[src/rtl/mem_arbiter_if.sv]
// Bus bundle between the two requesters (CPU datapath, host loader), the arbiter and the memory model.
interface mem_arbiter_if #(
  parameter int AW = 16,
  parameter int DW = 16
);
  logic          cpu_req;
  logic          cpu_we;
  logic [AW-1:0] cpu_addr;
  logic [DW-1:0] cpu_wdata;
  logic          cpu_lock;
  logic          cpu_gnt;
  logic          cpu_ack;
  logic [DW-1:0] cpu_rdata;

  logic          host_req;
  logic          host_we;
  logic [AW-1:0] host_addr;
  logic [DW-1:0] host_wdata;
  logic          host_lock;
  logic          host_gnt;
  logic          host_ack;
  logic [DW-1:0] host_rdata;

  logic [AW-1:0] mem_addr;
  logic [DW-1:0] mem_wdata;
  logic          mem_we;
  logic          mem_re;
  logic [DW-1:0] mem_rdata;

  modport slave (
    input  cpu_req, cpu_we, cpu_addr, cpu_wdata, cpu_lock,
    input  host_req, host_we, host_addr, host_wdata, host_lock,
    input  mem_rdata,
    output cpu_gnt, cpu_ack, cpu_rdata,
    output host_gnt, host_ack, host_rdata,
    output mem_addr, mem_wdata, mem_we, mem_re
  );

  modport master (
    output cpu_req, cpu_we, cpu_addr, cpu_wdata, cpu_lock,
    output host_req, host_we, host_addr, host_wdata, host_lock,
    output mem_rdata,
    input  cpu_gnt, cpu_ack, cpu_rdata,
    input  host_gnt, host_ack, host_rdata,
    input  mem_addr, mem_wdata, mem_we, mem_re
  );
endinterface

[src/rtl/mem_arbiter.sv]
// Round-robin CPU/host arbiter for the unified memory, one transaction in flight, fixed latency.
// Optional burst lock enabled by defining ARB_LOCK_EN.
module mem_arbiter #(
  parameter int AW      = 16,
  parameter int DW      = 16,
  parameter int MEM_LAT = 2
) (
  input  logic          i_clock,
  input  logic          i_rst,
  mem_arbiter_if.slave  bus
);

  // state  | meaning
  // IDLE   | no owner, arbitrate pending requests
  // ACCESS | memory strobes driven for MEM_LAT cycles
  // RESP   | owner's ack pulse, memory idle
  typedef enum logic [1:0] {IDLE, ACCESS, RESP} state_t;

  localparam int CW = (MEM_LAT > 1) ? $clog2(MEM_LAT) : 1;
  localparam logic [CW-1:0] CNT_LAST = CW'(MEM_LAT - 1);

  state_t        r_state;
  logic [CW-1:0] r_cnt;
  logic          r_owner_host;
  logic          r_last_host;
  logic          r_cpu_gnt, r_host_gnt;
  logic          r_cpu_ack, r_host_ack;
  logic [DW-1:0] r_cpu_rdata, r_host_rdata;
  logic [AW-1:0] r_mem_addr;
  logic [DW-1:0] r_mem_wdata;
  logic          r_mem_we, r_mem_re;

  logic w_any_req;
  logic w_pick_cpu;
  logic w_lock_cpu, w_lock_host;

`ifdef ARB_LOCK_EN
  logic r_lock_valid;
  logic r_lock_host;
  assign w_lock_cpu  = r_lock_valid && !r_lock_host && bus.cpu_req;
  assign w_lock_host = r_lock_valid &&  r_lock_host && bus.host_req;
`else
  assign w_lock_cpu  = 1'b0;
  assign w_lock_host = 1'b0;
`endif

  assign w_any_req  = bus.cpu_req || bus.host_req;
  // A live lock overrides the tie-break; otherwise the last owner yields.
  assign w_pick_cpu = bus.cpu_req &&
                      (!bus.host_req || w_lock_cpu || (!w_lock_host && r_last_host));

  always_ff @(posedge i_clock or negedge i_rst) begin
    if (!i_rst) begin
      r_state      <= IDLE;
      r_cnt        <= '0;
      r_owner_host <= 1'b0;
      r_last_host  <= 1'b1;
      r_cpu_gnt    <= 1'b0;
      r_host_gnt   <= 1'b0;
      r_cpu_ack    <= 1'b0;
      r_host_ack   <= 1'b0;
      r_cpu_rdata  <= '0;
      r_host_rdata <= '0;
      r_mem_addr   <= '0;
      r_mem_wdata  <= '0;
      r_mem_we     <= 1'b0;
      r_mem_re     <= 1'b0;
`ifdef ARB_LOCK_EN
      r_lock_valid <= 1'b0;
      r_lock_host  <= 1'b0;
`endif
    end else begin
      case (r_state)
        IDLE: begin
`ifdef ARB_LOCK_EN
          r_lock_valid <= 1'b0;
`endif
          if (w_any_req) begin
            r_owner_host <= !w_pick_cpu;
            r_last_host  <= !w_pick_cpu;
            r_cpu_gnt    <= w_pick_cpu;
            r_host_gnt   <= !w_pick_cpu;
            r_cnt        <= '0;
            r_mem_addr   <= w_pick_cpu ? bus.cpu_addr  : bus.host_addr;
            r_mem_wdata  <= w_pick_cpu ? bus.cpu_wdata : bus.host_wdata;
            r_mem_we     <= w_pick_cpu ? bus.cpu_we    : bus.host_we;
            r_mem_re     <= w_pick_cpu ? !bus.cpu_we   : !bus.host_we;
            r_state      <= ACCESS;
          end
        end
        ACCESS: begin
          if (r_cnt == CNT_LAST) begin
            if (!r_mem_we) begin
              if (r_owner_host) r_host_rdata <= bus.mem_rdata;
              else              r_cpu_rdata  <= bus.mem_rdata;
            end
            r_cpu_ack   <= !r_owner_host;
            r_host_ack  <= r_owner_host;
            r_mem_addr  <= '0;
            r_mem_wdata <= '0;
            r_mem_we    <= 1'b0;
            r_mem_re    <= 1'b0;
            r_state     <= RESP;
          end else begin
            r_cnt <= r_cnt + CW'(1);
          end
        end
        RESP: begin
          r_cpu_ack  <= 1'b0;
          r_host_ack <= 1'b0;
          r_cpu_gnt  <= 1'b0;
          r_host_gnt <= 1'b0;
`ifdef ARB_LOCK_EN
          r_lock_valid <= r_owner_host ? bus.host_lock : bus.cpu_lock;
          r_lock_host  <= r_owner_host;
`endif
          r_state    <= IDLE;
        end
        default: r_state <= IDLE;
      endcase
    end
  end

  assign bus.cpu_gnt    = r_cpu_gnt;
  assign bus.host_gnt   = r_host_gnt;
  assign bus.cpu_ack    = r_cpu_ack;
  assign bus.host_ack   = r_host_ack;
  assign bus.cpu_rdata  = r_cpu_rdata;
  assign bus.host_rdata = r_host_rdata;
  assign bus.mem_addr   = r_mem_addr;
  assign bus.mem_wdata  = r_mem_wdata;
  assign bus.mem_we     = r_mem_we;
  assign bus.mem_re     = r_mem_re;

endmodule
[src/flat_wrapper.sv]
// flat-port wrapper written by rule: the top's interface ports become plain ports
module mem_arbiter_flat 
#(
  parameter int AW      = 16,
  parameter int DW      = 16,
  parameter int MEM_LAT = 2
)
  (i_clock, i_rst, bus_cpu_req, bus_cpu_we, bus_cpu_addr, bus_cpu_wdata, bus_cpu_lock, bus_host_req, bus_host_we, bus_host_addr, bus_host_wdata, bus_host_lock, bus_mem_rdata, bus_cpu_gnt, bus_cpu_ack, bus_cpu_rdata, bus_host_gnt, bus_host_ack, bus_host_rdata, bus_mem_addr, bus_mem_wdata, bus_mem_we, bus_mem_re);
  mem_arbiter_if #(.AW(AW), .DW(DW)) bus_i ();
  input  logic i_clock;
  input  logic i_rst;
  input wire logic [$bits(bus_i.cpu_req)-1:0] bus_cpu_req;
  input wire logic [$bits(bus_i.cpu_we)-1:0] bus_cpu_we;
  input wire logic [$bits(bus_i.cpu_addr)-1:0] bus_cpu_addr;
  input wire logic [$bits(bus_i.cpu_wdata)-1:0] bus_cpu_wdata;
  input wire logic [$bits(bus_i.cpu_lock)-1:0] bus_cpu_lock;
  input wire logic [$bits(bus_i.host_req)-1:0] bus_host_req;
  input wire logic [$bits(bus_i.host_we)-1:0] bus_host_we;
  input wire logic [$bits(bus_i.host_addr)-1:0] bus_host_addr;
  input wire logic [$bits(bus_i.host_wdata)-1:0] bus_host_wdata;
  input wire logic [$bits(bus_i.host_lock)-1:0] bus_host_lock;
  input wire logic [$bits(bus_i.mem_rdata)-1:0] bus_mem_rdata;
  output wire logic [$bits(bus_i.cpu_gnt)-1:0] bus_cpu_gnt;
  output wire logic [$bits(bus_i.cpu_ack)-1:0] bus_cpu_ack;
  output wire logic [$bits(bus_i.cpu_rdata)-1:0] bus_cpu_rdata;
  output wire logic [$bits(bus_i.host_gnt)-1:0] bus_host_gnt;
  output wire logic [$bits(bus_i.host_ack)-1:0] bus_host_ack;
  output wire logic [$bits(bus_i.host_rdata)-1:0] bus_host_rdata;
  output wire logic [$bits(bus_i.mem_addr)-1:0] bus_mem_addr;
  output wire logic [$bits(bus_i.mem_wdata)-1:0] bus_mem_wdata;
  output wire logic [$bits(bus_i.mem_we)-1:0] bus_mem_we;
  output wire logic [$bits(bus_i.mem_re)-1:0] bus_mem_re;
  assign bus_i.cpu_req = bus_cpu_req;
  assign bus_i.cpu_we = bus_cpu_we;
  assign bus_i.cpu_addr = bus_cpu_addr;
  assign bus_i.cpu_wdata = bus_cpu_wdata;
  assign bus_i.cpu_lock = bus_cpu_lock;
  assign bus_i.host_req = bus_host_req;
  assign bus_i.host_we = bus_host_we;
  assign bus_i.host_addr = bus_host_addr;
  assign bus_i.host_wdata = bus_host_wdata;
  assign bus_i.host_lock = bus_host_lock;
  assign bus_i.mem_rdata = bus_mem_rdata;
  assign bus_cpu_gnt = bus_i.cpu_gnt;
  assign bus_cpu_ack = bus_i.cpu_ack;
  assign bus_cpu_rdata = bus_i.cpu_rdata;
  assign bus_host_gnt = bus_i.host_gnt;
  assign bus_host_ack = bus_i.host_ack;
  assign bus_host_rdata = bus_i.host_rdata;
  assign bus_mem_addr = bus_i.mem_addr;
  assign bus_mem_wdata = bus_i.mem_wdata;
  assign bus_mem_we = bus_i.mem_we;
  assign bus_mem_re = bus_i.mem_re;
  mem_arbiter #(.AW(AW), .DW(DW), .MEM_LAT(MEM_LAT)) u_core (.i_clock(i_clock), .i_rst(i_rst), .bus(bus_i));
endmodule
[config.mk]
export PLATFORM = sky130hd
export DESIGN_NAME = mem_arbiter_flat
export DESIGN_NICKNAME = d
export VERILOG_FILES = /design/src/rtl/mem_arbiter_if.sv /design/src/rtl/mem_arbiter.sv /design/src/flat_wrapper.sv
export SDC_FILE = /design/constraint.sdc
export NUM_CORES = 1
export LEC_CHECK = 0
export BUFFER_PORTS_ARGS = -buffer_cell sky130_fd_sc_hd__buf_4
export CORE_MARGIN = 2
export CORE_UTILIZATION = 45
export CTS_CLUSTER_SIZE = 20
export DETAILED_ROUTE_END_ITERATION = 6
export PLACE_DENSITY_LB_ADDON = 0.15
export SLEW_MARGIN = 20
export SYNTH_ARGS = -nofsm -noshare
export SYNTH_HDL_FRONTEND = slang
export SYNTH_SLANG_ARGS = --single-unit
[constraint.sdc]
create_clock -name i_clock -period 2.2 [get_ports i_clock]
set_input_delay 0.44 -clock i_clock [delete_from_list [all_inputs] [get_ports i_clock]]
set_output_delay 0.44 -clock i_clock [all_outputs]
set_load 0.01 [all_outputs]
### Yosys cells after proc, flatten, opt, wreduce, memory -nomap -nowiden

Cells that the tools add are included.

| storage, ports and cells | value |
|---|---|
| flip-flop bits (word level) | 75 |
| bits of input ports | 88 |
| logic and storage cells | 69 |

| operators by class | value |
|---|---|
| add/sub/neg operators | 1 |
| eq/ne operators | 4 |
| multiplexer cells | 28 |
| bitwise operators | 2 |
| reductions and logical operators | 20 |

Operators with widths:

| cell | count |
|---|---|
| $mux 16 | 5 |
| $pmux 16 s2 | 2 |
| $pmux 1 s2 | 7 |
| $mux 1 | 11 |
| $reduce_and 2->1 | 5 |
| $reduce_and 4->1 | 2 |
| $reduce_bool 2->1 | 3 |
| $logic_not 1->1 | 5 |
| $mux 2 | 2 |
| $ne 2x1->1 const B | 2 |
| $pmux 2 s2 | 1 |
| $reduce_and 3->1 | 1 |
| $eq 2x1->1 const B | 1 |
| $eq 2x2->1 const B | 1 |
| $logic_not 2->1 | 1 |
| $logic_or 1x1->1 | 2 |
| $not 1->1 | 2 |
| $add 1x1->1 const B | 1 |
| $logic_and 1x1->1 | 1 |

### Logic depth before layout (Yosys ltp)

| depth | value |
|---|---|
| depth in word-level cells | 6 |
| mapped depth | 5 |

### Least setup slack after synthesis

Ideal clock, no wire load.

| path | value |
|---|---|
| kind | register -> register |
| from | register u_core.r_state[1] |
| to | register u_core.r_host_rdata[10], in the netlist u_core.bus.host_rdata[10] |
| setup time | 0.125 ns |
| arrival | 1.449 ns |
| data required time | 2.075 ns |
| setup slack | 0.626 ns |
| stages on the path, launching flop included | 6 |
| path buffers | 2 |
| clock period less this slack | 1.574 ns |
| cells stage by stage | dfrtp_1 > nand3b_4 > or3_1 > buf_2 > buf_6 > mux2_4 |

| on the way | value |
|---|---|
| word-level cells in the longest chain between the ends | 2 |

Ends and longest elaborated chain:

| what | line | text |
|---|---|---|
| start: declaration | mem_arbiter.sv:22 | `state_t r_state;` |
| start signal: assignment | mem_arbiter.sv:54 | `r_state <= IDLE;` |
| start signal: assignment | mem_arbiter.sv:88 | `r_state <= ACCESS;` |
| start signal: assignment | mem_arbiter.sv:103 | `r_state <= RESP;` |
| $eq 2x1->1 | mem_arbiter.sv:73 | `case (r_state)` |
| $reduce_and 4->1 (no line) | n/a |  |
| end signal: assignment | mem_arbiter.sv:94 | `if (r_owner_host) r_host_rdata <= bus.mem_rdata;` |
| end: declaration | mem_arbiter.sv:28 | `logic [DW-1:0] r_cpu_rdata, r_host_rdata;` |

No other way between the ends.
A chain may end at the register's enable or synchronous reset.

### Final worst setup path

| path | value |
|---|---|
| from | register u_core.r_state[1] |
| to | register u_core.r_host_rdata[6], in the netlist u_core.bus.host_rdata[6] |

The elaborated chain is that of the path after synthesis.

==> results.md <==
* Layout Utilization at roughly 70%
* Std cell rows at 30
* Post-detailed-routing wire length at roughly 7700 microns
* Cell Chain, Critical Path: nand3b_4 -> or3_1 -> buf_4 -> mux2_4
* Fillcell total at approximately 530
* EDFF count, synth at 0
* Pins Over Slew Limit at 0
* TritonCTS clock tree: done
* RR Startpoint: u_core.r_state[1]
* Via density at 5.09
* DRC at 0
* Drt pass-1 iters at 5
* Area Growth Syn to Fin at 45.5%
* Crit-path max cell delay at 0.52 ns
* Antenna cells at 0
* Boundary Pins at between 150 and 200
* Largest net degree at the start of global routing at 42
* CP top delay family: simple AND/OR/NAND/NOR gates
* Max-slew headroom at 69.2%
* CP Max Fanout at 16
* Die Span X at 88.7 microns
* Clock-pin slew on the worst setup and hold paths at roughly 0.080 ns
* Drt wl/cell at 15.8 microns
* Crit Path Class: register to register
* Setup crit start kind: register
* Inserted Clock Buffers at 9
* Setup violators final at 0
* Crit share post-route at 79.5%
* Status: finished clean
* Prevailing post-synth register cell: dfrtp_1
* Synthesized area at approximately 3200 sq um
* Reg power frac at 37.5%
* Post-synthesis async set-or-reset flop share at 100%
* Gate power share at 43.2%
* Worst Path Arrival at just under 2 ns
* Gr usage total at about 20%
* Pleak at between 2 and 2.5 nW
* Switching Share at about a third
* GRT Residual Overflow at 0
* Placer Congestion at around 0.8
* Area post-placement at 4450 sq um
* Worst slew pin tran at between 0.4 and 0.5 ns
* Tmin final at about 1.7 ns
* Layout cell share with drive strength beyond 1 at 56.2%
* Root Driver: clkbuf_8
* Port-buffer cells at ~160
* Initial Util at 47.0%
* Total Nets Final at 476
* Share of the synthesized area in the top cell type at a little under three fifths
* Net Switching at between 0.002 and 0.0025 W
* Die area at around 8000 sq um
* Post-DRT Antenna Nets at 0
* Highest clock rate at between 500 and 600 MHz
* Leading post-synthesis cells by cell area: dfrtp_1 (57%), a221o_1 (10%), mux2_2 (7.7%), and3_1 (6.2%), mux2_4 (4.7%)
* Resize count post-CTS at 0
* Post-cts hold buffer count at 0
* Dpl ws at roughly 0.45 ns
* Pint at 0.00439 W
* Worst skew pair latency at between 0.3 and 0.4 ns
* # H-tree levels at 3
* Die Height at around 90 microns
* RSZ-0062 raised after global routing: no
* Yosys cell types at 33
* Core area at just under 7000 sq um
* Via count at roughly 2500
* CTS max path bufs at 2
* Post-CTS Setup Repair Bufs at 0
* Detailed Place HPWL at 5470 microns
* Clock power share at 19.3%
* Worst Setup SP: u_core.r_state[1]
* Syn. warnings at 0
* CTS Sinks at 75
* Seq/Total Area, Yosys at between 50% and 60%
* Post-synth net total at about 320
* Cell taking the most area after synthesis: dfrtp_1
* Final Cell Area at 4690 sq um
* Critical path data required time at about 2.4 ns
* Post-route clock skew at 0.00584 ns
* Global-route wire length before repair at around 12000 microns
* Avg Inst Size Synth at ~14 sq um
* Vias in the first global route at 2466
* Final hold slack at approximately 0.047 ns
* Maximum vdd ir drop at between 0.4 and 0.5 mV
* First DRT Iteration DRCs at 100
* Final hold viol count at 0
* Syn Inst Count at roughly 230
* Setup TNS at 0 ns
* CP max stage cell: dfrtp_1
* Max_cap viols at 0
* Buf/Inv on CP at 1
* Min-delay worst type: input port to async pin
* Worst R2R End: u_core.bus.host_rdata[6]
* Worst Reg-to-Reg Cells at 4
* Crit path capture type: register
* Reg-to-reg setup timing slack at between 0.4 and 0.5 ns
* Initial antenna violation count at 0
* FF+latch count, synth at 75
* Power Density at roughly 1400 nW/um^2
* Setup ws final at between 0.4 and 0.5 ns
-- per-layer routing --
metal,vias up,GRT usage [%],share of wire (%)
li1,1199,-,-
met3,8,6.34,8.7
met4,0,6.61,1.2
met1,1177,24.8,41
met2,105,33.3,49
met5,-,0,0
-- worst max path at each step --
stage / slack [ns] / depth (start not counted) / end
after floorplan: 0.63 / 5 / u_core.bus.host_rdata[10]
after global placement: 0.48 / 4 / u_core.bus.host_rdata[10]
after detailed placement: 0.45 / 4 / u_core.bus.host_rdata[9]
after CTS: 0.44 / 4 / u_core.bus.host_rdata[6]
after global routing: 0.37 / 4 / u_core.bus.host_rdata[6]
final: 0.45 / 4 / u_core.bus.host_rdata[6]
-- cells by family after synthesis --
family,after synthesis,share of synthesized area (%)
DFF,75,58.2
buffers and inverters,23,4.69
and+or+nand+nor,51,10.4
AOI/OAI and AO/OA,50,14.4
muxes,32,12.3
-- registers in the layout (all words and copies together), names as in the netlist --
name	flops
u_core.bus.mem_re	1
u_core.bus.host_ack	1
u_core.r_last_host	1
u_core.bus.cpu_ack	1
u_core.r_owner_host	1
u_core.bus.mem_wdata	16
u_core.bus.host_rdata	16
u_core.r_cnt	1
u_core.bus.cpu_rdata	16
u_core.bus.mem_we	1
u_core.bus.host_gnt	1
u_core.bus.mem_addr	16
u_core.r_state	2
u_core.bus.cpu_gnt	1
-- metrics by stage --
step	std cells	power, W
floorplan	231	0.00408
global placement	473	0.00525
detailed placement	473	0.00533
CTS	489	0.00660
global route	489	0.00696
finish	489	0.00653
-- synthesized netlist by cell type, types with 2 or more instances --
cell / number
nor3_2: 2
nand2_1: 6
nand2b_1: 2
a221o_1: 33
clkbuf_1: 7
inv_1: 6
dfrtp_1: 74
mux2_4: 10
nor2b_1: 2
buf_6: 8
mux2_2: 22
and3_1: 32
o21ai_0: 7
-- placed cells by master (no fill, tap or decap), types with 6 or more instances in the layout --
| cell type | netlist | final |
|---|---|---|
| dfrtp_1 | 74 | 74 |
| o21ai_0 | 7 | 7 |
| a221o_1 | 33 | 33 |
| inv_1 | 6 | 6 |
| nand2_1 | 6 | 6 |
| mux2_4 | 10 | 10 |
| and3_1 | 32 | 32 |
| buf_4 | 1 | 162 |
| clkbuf_8 | 0 | 9 |
| mux2_2 | 22 | 22 |
-- power groups by stage --
stage          Clock, W  Sequential [W]  Combinational (W)
2_1_floorplan         0         0.00265            0.00143
3_3_place_gp          0         0.00245            0.00280
3_5_place_dp          0         0.00245            0.00288
4_1_cts         0.00128         0.00245            0.00287
5_1_grt         0.00135         0.00254            0.00307
6_report        0.00126         0.00245            0.00282
-- area by class of cell --
| type | instances | area, sq um | area share, % |
|---|---|---|---|
| Clock buffer | 9 | 124 | 2.64 |
| Clock inverter | 7 | 116 | 2.48 |
| Inverter | 6 | 22.5 | 0.480 |
| Multi-Input combinational cell | 133 | 1200 | 25.5 |
| Sequential cell | 75 | 1880 | 40.0 |
| Tap cell | 96 | 120 | 2.56 |
| Timing Repair Buffer | 163 | 1240 | 26.3 |
No activity file was read; power rests on OpenSTA's default activity.
